[src/rtl/pixel_pkg.sv]
// pixel_pkg: pixel field layout, hue constants, sector enum and saturating add shared by hsv2rgb
package pixel_pkg;
  localparam int H_W = 9;
  localparam int S_W = 7;
  localparam int V_W = 8;
  localparam int H_LSB = 15;
  localparam int S_LSB = 8;
  localparam int V_LSB = 0;
  localparam int R_LSB = 16;
  localparam int G_LSB = 8;
  localparam int B_LSB = 0;
  localparam logic [8:0] HUE_MAX = 9'd360;
  localparam logic [8:0] SECTOR_DEG = 9'd60;
  localparam logic [10:0] RECIP60 = 11'd1093;
  typedef enum logic [2:0] {SEC0, SEC1, SEC2, SEC3, SEC4, SEC5} sector_e;
  function automatic logic [7:0] add_sat(input logic [7:0] a, input logic [7:0] b);
    logic [8:0] t;
    t = {1'b0, a} + {1'b0, b};
    return t[8] ? 8'hFF : t[7:0];
  endfunction
endpackage

[src/rtl/hsv2rgb_if.sv]
// hsv2rgb_if: pixel stream in/out of hsv2rgb; master drives en/valid_in/pixel_in/pass_in, slave returns valid_out/pixel_out/pass_thru
interface hsv2rgb_if #(parameter int PASS_W = 24);
  logic en;
  logic valid_in;
  logic [23:0] pixel_in;
  logic [PASS_W-1:0] pass_in;
  logic valid_out;
  logic [23:0] pixel_out;
  logic [PASS_W-1:0] pass_thru;
  modport master(output en, valid_in, pixel_in, pass_in, input valid_out, pixel_out, pass_thru);
  modport slave(input en, valid_in, pixel_in, pass_in, output valid_out, pixel_out, pass_thru);
endinterface

[src/rtl/hue_sector.sv]
// hue_sector: combinational hue -> (sector, offset in sector); H >= 360 wraps under HSV2RGB_HUE_WRAP_EN, else becomes 0
module hue_sector
  import pixel_pkg::*;
(
  input  logic [H_W-1:0] h,
  output sector_e        sector,
  output logic [5:0]     r
);
  logic [H_W-1:0] hn;
`ifdef HSV2RGB_HUE_WRAP_EN
  assign hn = h >= HUE_MAX ? h - HUE_MAX : h;
`else
  assign hn = h >= HUE_MAX ? '0 : h;
`endif
  assign sector = hn < SECTOR_DEG ? SEC0 :
                  hn < 9'(2 * SECTOR_DEG) ? SEC1 :
                  hn < 9'(3 * SECTOR_DEG) ? SEC2 :
                  hn < 9'(4 * SECTOR_DEG) ? SEC3 :
                  hn < 9'(5 * SECTOR_DEG) ? SEC4 : SEC5;
  assign r = 6'(hn - SECTOR_DEG * 9'(sector));
endmodule

[src/rtl/hsv2rgb.sv]
// hsv2rgb: 3-stage HSV->RGB pipeline with en bypass and side-band pass-through; hue wrap via HSV2RGB_HUE_WRAP_EN
module hsv2rgb
  import pixel_pkg::*;
#(
  parameter int PASS_W = 24
) (
  input logic      clk,
  input logic      rst_n,
  hsv2rgb_if.slave bus
);
  logic [S_W-1:0] s_in;
  logic [V_W-1:0] v_in;
  logic [7:0] s_eff, c_in;
  sector_e sec_in, sec1, sec2;
  logic [5:0] r_in, r1, k;
  logic v1, v2, e1, e2;
  logic [PASS_W-1:0] pass1, pass2;
  logic [23:0] px1, px2, rgb;
  logic [7:0] c1, m1, c2, m2, x2, x_raw, x;
  assign s_in = bus.pixel_in[S_LSB +: S_W];
  assign v_in = bus.pixel_in[V_LSB +: V_W];
  assign s_eff = s_in == 7'd127 ? 8'd128 : {1'b0, s_in};
  assign c_in = 8'(({8'd0, v_in} * {8'd0, s_eff}) >> 7);
  hue_sector u_hue (.h(bus.pixel_in[H_LSB +: H_W]), .sector(sec_in), .r(r_in));
  assign k = sec1[0] ? 6'(SECTOR_DEG) - r1 : r1;
  assign x_raw = 8'((24'(c1) * 24'(k) * 24'(RECIP60)) >> 16);
  assign x = x_raw > c1 ? c1 : x_raw;
  always_comb begin
    rgb = '0;
    rgb[R_LSB +: 8] = add_sat(m2, sec2 inside {SEC0, SEC5} ? c2 : sec2 inside {SEC1, SEC4} ? x2 : 8'd0);
    rgb[G_LSB +: 8] = add_sat(m2, sec2 inside {SEC1, SEC2} ? c2 : sec2 inside {SEC0, SEC3} ? x2 : 8'd0);
    rgb[B_LSB +: 8] = add_sat(m2, sec2 inside {SEC3, SEC4} ? c2 : sec2 inside {SEC2, SEC5} ? x2 : 8'd0);
  end
  always_ff @(posedge clk or negedge rst_n) begin
    if (!rst_n) begin
      {v1, e1, pass1, px1, c1, m1, r1} <= '0;
      {v2, e2, pass2, px2, c2, m2, x2} <= '0;
      sec1 <= SEC0;
      sec2 <= SEC0;
      bus.valid_out <= 1'b0;
      bus.pixel_out <= '0;
      bus.pass_thru <= '0;
    end else begin
      v1 <= bus.valid_in;
      e1 <= bus.en;
      pass1 <= bus.pass_in;
      px1 <= bus.pixel_in;
      c1 <= c_in;
      m1 <= v_in - c_in;
      sec1 <= sec_in;
      r1 <= r_in;
      v2 <= v1;
      e2 <= e1;
      pass2 <= pass1;
      px2 <= px1;
      c2 <= c1;
      m2 <= m1;
      x2 <= x;
      sec2 <= sec1;
      bus.valid_out <= v2;
      bus.pixel_out <= e2 ? rgb : px2;
      bus.pass_thru <= pass2;
    end
  end
endmodule

[src/flat_wrapper.sv]
// flat-port wrapper written by rule: the top's interface ports become plain ports
module hsv2rgb_flat import pixel_pkg::*;
#(
  parameter int PASS_W = 24
)
  (clk, rst_n, bus_en, bus_valid_in, bus_pixel_in, bus_pass_in, bus_valid_out, bus_pixel_out, bus_pass_thru);
  hsv2rgb_if #(.PASS_W(PASS_W)) bus_i ();
  input logic clk;
  input logic rst_n;
  input wire logic [$bits(bus_i.en)-1:0] bus_en;
  input wire logic [$bits(bus_i.valid_in)-1:0] bus_valid_in;
  input wire logic [$bits(bus_i.pixel_in)-1:0] bus_pixel_in;
  input wire logic [$bits(bus_i.pass_in)-1:0] bus_pass_in;
  output wire logic [$bits(bus_i.valid_out)-1:0] bus_valid_out;
  output wire logic [$bits(bus_i.pixel_out)-1:0] bus_pixel_out;
  output wire logic [$bits(bus_i.pass_thru)-1:0] bus_pass_thru;
  assign bus_i.en = bus_en;
  assign bus_i.valid_in = bus_valid_in;
  assign bus_i.pixel_in = bus_pixel_in;
  assign bus_i.pass_in = bus_pass_in;
  assign bus_valid_out = bus_i.valid_out;
  assign bus_pixel_out = bus_i.pixel_out;
  assign bus_pass_thru = bus_i.pass_thru;
  hsv2rgb #(.PASS_W(PASS_W)) u_core (.clk(clk), .rst_n(rst_n), .bus(bus_i));
endmodule
[config.mk]
export PLATFORM = sky130hd
export DESIGN_NAME = hsv2rgb_flat
export DESIGN_NICKNAME = d
export VERILOG_FILES = /design/src/rtl/pixel_pkg.sv /design/src/rtl/hsv2rgb_if.sv /design/src/rtl/hue_sector.sv /design/src/rtl/hsv2rgb.sv /design/src/flat_wrapper.sv
export SDC_FILE = /design/constraint.sdc
export NUM_CORES = 1
export LEC_CHECK = 0
export ABC_AREA = 1
export CORE_MARGIN = 3
export CORE_UTILIZATION = 30
export CTS_BUF_LIST = sky130_fd_sc_hd__clkbuf_4
export CTS_CLUSTER_DIAMETER = 150
export DETAILED_ROUTE_END_ITERATION = 6
export DONT_BUFFER_PORTS = 1
export SYNTH_ARGS = -nofsm -noshare
export SYNTH_HDL_FRONTEND = slang
export SYNTH_SLANG_ARGS = --single-unit
[constraint.sdc]
create_clock -name clk -period 11.1 [get_ports clk]
set_input_delay 1.11 -clock clk [delete_from_list [all_inputs] [get_ports clk]]
set_output_delay 1.11 -clock clk [all_outputs]
set_load 0.01 [all_outputs]
Word level (Yosys, flattened, before mapping)

Cells that the tools add are included.

Register bits: 201
Output and inout bits: 49
Logic and storage cells: 68

Add/sub/neg operators: 6
$mul: 4
Magnitude comparators: 7
Eq/ne operators: 6
Multiplexer cells: 19
Reduce and logical (&&, ||, !) cells: 7

Operators with widths:

| kind                   | count |
|---|---|
| $mux 8                 | 11 |
| $add 8x8->9            | 3 |
| $mul 14x11->24 const B | 1 |
| $mux 24                | 1 |
| $lt 9x8->1 const B     | 2 |
| $mul 8x8->15           | 1 |
| $mul 8x6->14           | 1 |
| $mux 3                 | 4 |
| $reduce_bool 2->1      | 6 |
| $ge 9x9->1 const B     | 1 |
| $lt 9x6->1 const B     | 1 |
| $lt 9x7->1 const B     | 1 |
| $lt 9x9->1 const B     | 1 |
| $mux 9                 | 1 |
| $gt 8x8->1             | 1 |
| $sub 8x8->8            | 1 |
| $eq 7x7->1 const B     | 1 |
| $eq 3x2->1 const B     | 2 |
| $eq 3x3->1 const B     | 2 |
| $mux 6                 | 1 |
| $sub 6x6->6            | 1 |
| $sub 6x6->6 const A    | 1 |
| $mul 4x3->4 const A    | 1 |
| $eq 3x1->1 const B     | 1 |
| other kinds (2)        | 2 |

Longest topological paths before layout

Gate-level depths: netlist (run 1).

Depth after elaboration: 10
Depth in mapped cells: 48

By module

Synthesis (run 1) repeated with hierarchy kept, for this count alone.

Cell total of the unflattened synthesis: 1506
Area total of the unflattened synthesis: 13362.8 um^2

By module, submodules not included:

| module     | times used | cells each | area each (um^2) |
|---|---|---|---|
| hsv2rgb    | 1          | 1426       | 12893.6 |
| hue_sector | 1          | 80         | 469.2 |

Worst setup path after synthesis (run 1)

Ideal clock, no wire load.

Path kind: reg2reg
From: register u_core.r1[0]
To: register u_core.x2[1]
Library setup time: 128 ps
Data arrival time: 7345 ps
Data required time: 10972 ps
Setup slack: 3627 ps
Cell stages (with the launch flop): 45
Buffers on the path: 2
Path through: dfrtp_1 buf_2 inv_1 ha_1 o21ai_0 or2_2 nand2_1 nand2_1 fa_1 fa_1 fa_1 inv_1 ha_1 nand2_1 nand2_1 a31oi_1 o21ai_2 xnor2_1 (+9 left out) nor2_1 inv_1 nor2_1 nand3_1 nand2_1 nor2_1 nand2_1 nand3_1 and2_1 ha_1 nand2_1 nor2_1 nand2_1 o211ai_1 nand2_1 buf_2 nand2_1 o21ai_0

Longest elaborated chain between the ends: 6

RTL lines:

| item                   | RTL line      | text |
|---|---|---|
| from (decl)            | hsv2rgb.sv:15 | `logic [5:0] r_in, r1, k;` |
| from (signal assigned) | hsv2rgb.sv:51 | `r1 <= r_in;` |
| $sub 6x6->6            | hsv2rgb.sv:25 | `assign k = sec1[0] ? 6'(SECTOR_DEG) - r1 : r1;` |
| $mux 6 *               | hsv2rgb.sv:25 |  |
| $mul 8x6->14 *         | hsv2rgb.sv:26 | `assign x_raw = 8'((24'(c1) * 24'(k) * 24'(RECIP60)) >> 16);` |
| $mul 14x11->24 *       | hsv2rgb.sv:26 |  |
| $gt 8x8->1             | hsv2rgb.sv:27 | `assign x = x_raw > c1 ? c1 : x_raw;` |
| $mux 8 *               | hsv2rgb.sv:27 |  |
| net u_core.x[1]        | hsv2rgb.sv:19 | `logic [7:0] c1, m1, c2, m2, x2, x_raw, x;` |
| to (signal assigned)   | hsv2rgb.sv:37 | `{v2, e2, pass2, px2, c2, m2, x2} <= '0;` |
| to (signal assigned)   | hsv2rgb.sv:58 | `x2 <= x;` |
| to (decl)              | hsv2rgb.sv:19 |  |

Mark *: on every way through the listed nets, which the timed path passes. The rest lies on a longest branch.

Worst setup path after layout (run 1)

From: register u_core.r1[0]
To: register u_core.x2[0]

The elaborated chain is that of the path after synthesis.

==> summary.md, run 1 <==
| Metric | Value |
|---|---|
| Die Height | 218 µm |
| Simple-gate area share of the yosys netlist | 18.5% |
| Drt first pass iters | 7 |
| Io pins | 101 |
| Register Area | 5030 µm² |
| Synth Cell Area | 13500 µm² |
| Area of the multi-input gates | 7290 µm² |
| R2r setup slk | 2.69 ns |
| Worst setup EP type | flip-flop |
| Post-CTS Setup Repair Bufs | 0 |
| Final setup fails | 0 |
| First-pass GRT wire length | 51.5 mm |
| Peak Freq | 119 MHz |
| Clk_lat worst skew | 0.63 ns |
| Hpwl dp | 24.8 mm |
| Max Root-Sink Buffers | 3 |
| Post-cts repair resize count | 0 |
| Gpl congestion | 0.875 |
| Main combinational cell family by area after synthesis | adder cells |
| Remaining antenna violation count | 0 |
| Core Region | 43600 µm² |
| XOR/XNOR Fraction of Synth Area | 2.67% |
| Relative slew slack | 55.7% |
| Initial antenna violation count | 1 |
| RSZ-0062 raised after global routing | no |
| Synth unique cells | 42 |
| Die Wd | 218 µm |
| Num rows | 76 |
| Crit Reg-Reg Endpoint | u_core.x2[0]$_DFF_PN0_ |
| Post-synthesis register bit count | 201 |
| Initial core utilization | 30.8% |
| Worst-path clk slew | 0.07 ns |
| Failing checks | design-rule violations |
| Layout cells sized above 1 | 7.94% |
| Filler cells | 4447 |
| Largest net degree at the start of global routing | 202 |
| Area Overhead vs Synth | 9.98% |
| Detailed Route Iter0 Violations | 660 |
| Post-synthesis mux area share | 0% |
| Most frequent cells in the layout | 320 x nand2_1, 288 x inv_1, 201 x dfrtp_1, 165 x ha_1, 126 x nor2_1 |
| Post-CTS Hold Buffers | 0 |
| Final min period | 8.41 ns |
| Post-synthesis compound-gate area fraction | 7.00% |
| Worst Hold Class | input pin to asynchronous set/reset pin |
| # nets final | 1855 |
| Root Buffer Master | clkbuf_4 |
| Via count | 9903 |
| FF-to-FF path depth | 44 |
| Total die area | 47400 µm² |
| Fin. Hold Viols | 0 |
| Residual DRC | 15 |
| Cts bufs inserted | 50 |
| Avg Inst Size Synth | 8.84 µm² |
| Worst EP arrival | 8.92 ns |
| Crit Path Max Fanout | 11 |
| Worst EP required | 11.61 ns |
| Setup TNS | 0 ns |
| Port bufs | 0 |
| CTS tree | built |
| Post-Synth Adder-Cell Area | 26.1% |
| Post-synthesis sequential area ratio | 37.4% |
| Final wirelength | 30.6 mm |
| Crit Path Class | flip-flop to flip-flop |
| R2r startpoint | u_core.r1[0]$_DFF_PN0_ |
| H-Tree Depth | 2 |
| Worst-Margin Slew | 0.662 ns |
| Mapped Cells | 1522 |
| CTS sink count | 201 |
| Vias in the first global route | 10308 |
| CP peak stage delay | 0.54 ns |
| Critical Path Start Type | flip-flop |
| Total GRT Usage | 13.3% |
| Total number of yosys warnings | 0 |
| WL per Instance | 14.0 µm |
| Commonest non-fill, non-tap cell in the layout | nand2_1 |
| Outcome | finished with violations |
| Final setup skew | 0.0397 ns |
| Crit share post-route | 75.7% |
| Vias per cell | 4.53 |
| Total nets after synthesis | 1811 |
| Max cap viols | 0 |
| Slew Viols, Final | 0 |
| CP dominant cell by count | nand2_1 |
| WHS | 0.205 ns |
| Grt total ovfl | 0 |
| Critical path's slowest cell | fa_1 |
-- state kept, by name, summed over array words and instances, names as in the netlist --
register              cells
u_core.v1                 1
u_core.v2                 1
u_core.e2                 1
u_core.bus.pixel_out     24
u_core.sec1               3
u_core.px1               24
u_core.sec2               3
u_core.x2                 8
u_core.c2                 8
u_core.e1                 1
u_core.px2               24
u_core.m1                 8
u_core.r1                 6
u_core.pass2             24
u_core.bus.valid_out      1
u_core.c1                 8
u_core.pass1             24
u_core.bus.pass_thru     24
u_core.m2                 8
-- worst max-delay path by stage --
stage | cells past startpoint | slack [ns] | start | endpoint
after global routing | 44 | 1.98 | u_core.r1[0]$_DFF_PN0_ | u_core.x2[0]$_DFF_PN0_
after detailed placement | 44 | 2.75 | u_core.r1[0]$_DFF_PN0_ | u_core.x2[0]$_DFF_PN0_
after floorplan | 44 | 3.63 | u_core.r1[0]$_DFF_PN0_ | u_core.x2[1]$_DFF_PN0_
final | 44 | 2.69 | u_core.r1[0]$_DFF_PN0_ | u_core.x2[0]$_DFF_PN0_
after CTS | 44 | 2.71 | u_core.r1[0]$_DFF_PN0_ | u_core.x2[0]$_DFF_PN0_
after global placement | 42 | 2.89 | u_core.r1[0]$_DFF_PN0_ | u_core.x2[0]$_DFF_PN0_
-- per-layer routing --
metal  vias to the layer above  global-route usage, %  wire length (µm)
li1                       4915                      -                 -
met1                      4735                   18.1             14400
met2                       207                   21.8             14100
met3                        46                   2.61              1540
met4                         0                   3.63               571
met5                         -                      0                 0
-- worst max-delay path: cells and delay by family (launching register included) --
family	cells	cell delay [ns]
DFF	1	0.53
xor gates and xnor gates	1	0.29
AOI/OAI and AO/OA	5	0.58
adders and majority gates	11	4.17
buffers and inverters	10	0.94
and+or+nand+nor	17	1.77
-- synth_stat cells (all sizes together) --
| cell | number | area (µm²) |
|---|---|---|
| fa | 72 | 1440 |
| nand3b | 6 | 48.8 |
| o21a | 1 | 7.51 |
| o211ai | 2 | 15.0 |
| clkinv | 2 | 7.51 |
| nand2 | 341 | 1360 |
| xor2 | 23 | 201 |
| inv | 290 | 1090 |
| o2111ai | 1 | 8.76 |
| nand4 | 12 | 75.1 |
| nand3 | 66 | 350 |
| o22ai | 16 | 100 |
| dfrtp | 201 | 5030 |
| buf | 4 | 17.5 |
| nor4 | 2 | 12.5 |
| nor3b | 1 | 7.51 |
| a21o | 3 | 22.5 |
| o21ai | 56 | 303 |
| nor2 | 134 | 528 |
| and2 | 3 | 18.8 |
| a211oi | 2 | 15.0 |
| a41oi | 6 | 52.6 |
| a31oi | 13 | 81.3 |
| nor3 | 8 | 45.0 |
| clkbuf | 5 | 20.0 |
| o21bai | 4 | 30.0 |
| xnor2 | 18 | 158 |
| ha | 165 | 2060 |
| or2 | 6 | 37.5 |
| a21oi | 59 | 307 |
-- cell type report --
class	instances	area share, %
multi-input combinational	1020	49.3
sequential	201	34.0
inverter	292	7.41
tap	585	4.95
clock buffer	70	3.55
clock inverter	16	0.761
timing repair buffer	1	0.0507
antenna	1	0.0169
-- cells by family (layout without fill, tap and decap cells) --
kind of cell / count (synthesis) / count (layout)
simple gates: 579 / 579
buf+inv: 301 / 379
fa+ha+maj: 237 / 237
flops: 201 / 201
compound gates: 163 / 163
xor+xnor: 41 / 41
other cells: 0 / 1
-- through the flow --
stage	cell area (µm²)	instances	utilization, %	worst slack (ns)
finish	14800	2186	33.9	2.69
global placement	14200	2099	32.4	2.89
floorplan	13500	1522	-	3.63
detailed placement	14200	2099	32.4	2.75
global route	14800	2186	33.9	1.98
CTS	14800	2185	33.9	2.71
Power of run 1 is left out: the tool's default activity adds up to more than one toggle a clock period on the data nets, which glitch-free logic cannot reach.
==> inputs of run 2 (changes only) <==
clock period = 7.1 ns   (was 11.1 ns; I/O delays follow)
==> summary.md, run 2 (same netlist as run 1, synthesis figures left out) <==
| Metric | Value |
|---|---|
| Outcome | finished with violations |
| Failing checks | negative setup slack |
| WHS Endpoint | u_core.pass1[2]$_DFF_PN0_ |
| Max cap viols | 0 |
| Hpwl dp | 26.6 mm |
| Initial core utilization | 30.8% |
| Cts bufs inserted | 51 |
| Worst Hold Class | input pin to flip-flop |
| DP Area | 15200 µm² |
| Max Root-Sink Buffers | 3 |
| Final instance area | 16800 µm² |
| Slew Viols, Final | 0 |
| H-Tree Depth | 2 |
| Root Buffer Master | clkbuf_4 |
| Fin. Hold Viols | 0 |
| R2r setup slk | -0.29 ns |
| CP peak stage delay | 0.53 ns |
| Remaining antenna violation count | 0 |
| Layout cells sized above 1 | 23.9% |
| HP Start | bus_pass_in[2] |
| RSZ-0062 raised after global routing | yes |
| First-pass GRT wire length | 55.9 mm |
| # nets final | 1980 |
| WL per Instance | 14.6 µm |
| Gpl congestion | 0.902 |
| Worst EP required | 7.62 ns |
| Largest net degree at the start of global routing | 202 |
| CTS tree | built |
| Critical path's slowest cell | fa_1 |
| Vias in the first global route | 11053 |
| Commonest non-fill, non-tap cell in the layout | nand2_1 |
| GR Util met1 | 19.3% |
| Io pins | 101 |
| Global route hottest layer | met2 |
| Relative slew slack | 37.8% |
| Worst setup EP type | flip-flop |
| Total GRT Usage | 14.5% |
| Die Height | 218 µm |
| Worst-Margin Slew | 0.933 ns |
| Num rows | 76 |
| Final wirelength | 33.9 mm |
| Total die area | 47400 µm² |
| Initial antenna violation count | 1 |
| Crit share post-route | 104% |
| Core Region | 43600 µm² |
| Vias per cell | 4.51 |
| Clk_lat worst skew | 0.64 ns |
| FF-to-FF path depth | 41 |
| Final min period | 7.39 ns |
| Peak Freq | 135 MHz |
| Hold path cells | 0 |
| Port bufs | 0 |
| R2r startpoint | u_core.r1[0]$_DFF_PN0_ |
| Final setup skew | 0.0397 ns |
| Crit Reg-Reg Endpoint | u_core.x2[3]$_DFF_PN0_ |
| CTS sink count | 201 |
| Crit Path Class | flip-flop to flip-flop |
| Most frequent cells in the layout | 284 x nand2_1, 266 x inv_1, 201 x dfrtp_1, 127 x ha_1, 119 x buf_4 |
| Drt first pass iters | 5 |
| Crit Path Max Fanout | 6 |
| Area Overhead vs Synth | 24.7% |
| Residual DRC | 0 |
| Met3 Use GR | 2.31% |
| Met2 Track Usage GR | 24.6% |
| Worst-path clk slew | 0.07 ns |
| Final setup fails | 8 |
| Die Wd | 218 µm |
| Worst EP arrival | 7.91 ns |
| Detailed Route Iter0 Violations | 518 |
| Final WS setup | -0.289 ns |
| Critical Path Start Type | flip-flop |
| Grt total ovfl | 0 |
| Via count | 10442 |
## run 2: cell types whose count changed in the layout (fill, tap and decap cells not counted), sizes merged
cell      before  now
buf            1  124
clkinv        14   17
clkbuf        70   72
inv          292  290
bufinv         2    1
clkinvlp       0    1
nand2        341  342
## run 2: layout make-up
class / count / area, µm²
tap: 585 / 732
fill: 4349 / 26900
clock inverter: 17 / 100
sequential: 201 / 5030
clock buffer: 72 / 541
multi-input combinational: 1021 / 8270
timing repair buffer: 124 / 992
antenna: 1 / 2.50
inverter: 292 / 1110
## run 2: how the worst max path moves through the flow
stage,from,to,slack [ns],depth (start not counted)
finish,u_core.r1[0]$_DFF_PN0_,u_core.x2[3]$_DFF_PN0_,-0.29,41
global route,u_core.r1[0]$_DFF_PN0_,u_core.x2[0]$_DFF_PN0_,-0.67,38
CTS,u_core.r1[1]$_DFF_PN0_,u_core.x2[4]$_DFF_PN0_,-0.16,43
detailed placement,u_core.r1[0]$_DFF_PN0_,u_core.x2[0]$_DFF_PN0_,-0.67,43
global placement,u_core.r1[0]$_DFF_PN0_,u_core.x2[0]$_DFF_PN0_,-0.55,40
floorplan,u_core.r1[0]$_DFF_PN0_,u_core.x2[5]$_DFF_PN0_,0.005,44
## run 2: stage by stage
stage	util (%)	setup slack (ns)	hold WS, ns	cells	setup TNS [ns]
floorplan	-	0.00542	0.331	1522	0
global route	38.4	-0.673	0.0171	2313	-5.24
detailed placement	34.8	-0.673	0.335	2204	-5.01
finish	38.4	-0.289	0.0929	2313	-2.14
global placement	34.8	-0.545	0.332	2204	-4.03
CTS	37.8	-0.156	0.00938	2310	-1.11
## run 2: repair_timing
| action | CTS | global route |
|---|---|---|
| resized for setup | 111 | 66 |
| hold buffers | 1 | 0 |
| setup endpoints to repair | 8 | 8 |
| buffers inserted | 15 | 2 |
| gates cloned | 1 | 0 |
| hold endpoints to repair | 201 | 0 |
| pin swaps | 76 | 51 |
## run 2: routing by layer
layer | up-vias | wire length (µm)
met3 | 57 | 1230
met5 | - | 0
met4 | 0 | 701
met1 | 5055 | 15500
met2 | 163 | 16400
li1 | 5167 | -
## run 2: worst max-delay path: cells and delay by family, from the launching register on
family	cells	cell delay, ns
adders and majority gates	10	3.67
and+or+nand+nor	19	2.05
buffers and inverters	8	0.59
AOI/OAI and AO/OA	3	0.41
DFF	1	0.40
xor gates and xnor gates	1	0.16
Power of run 2 is left out for the same reason.
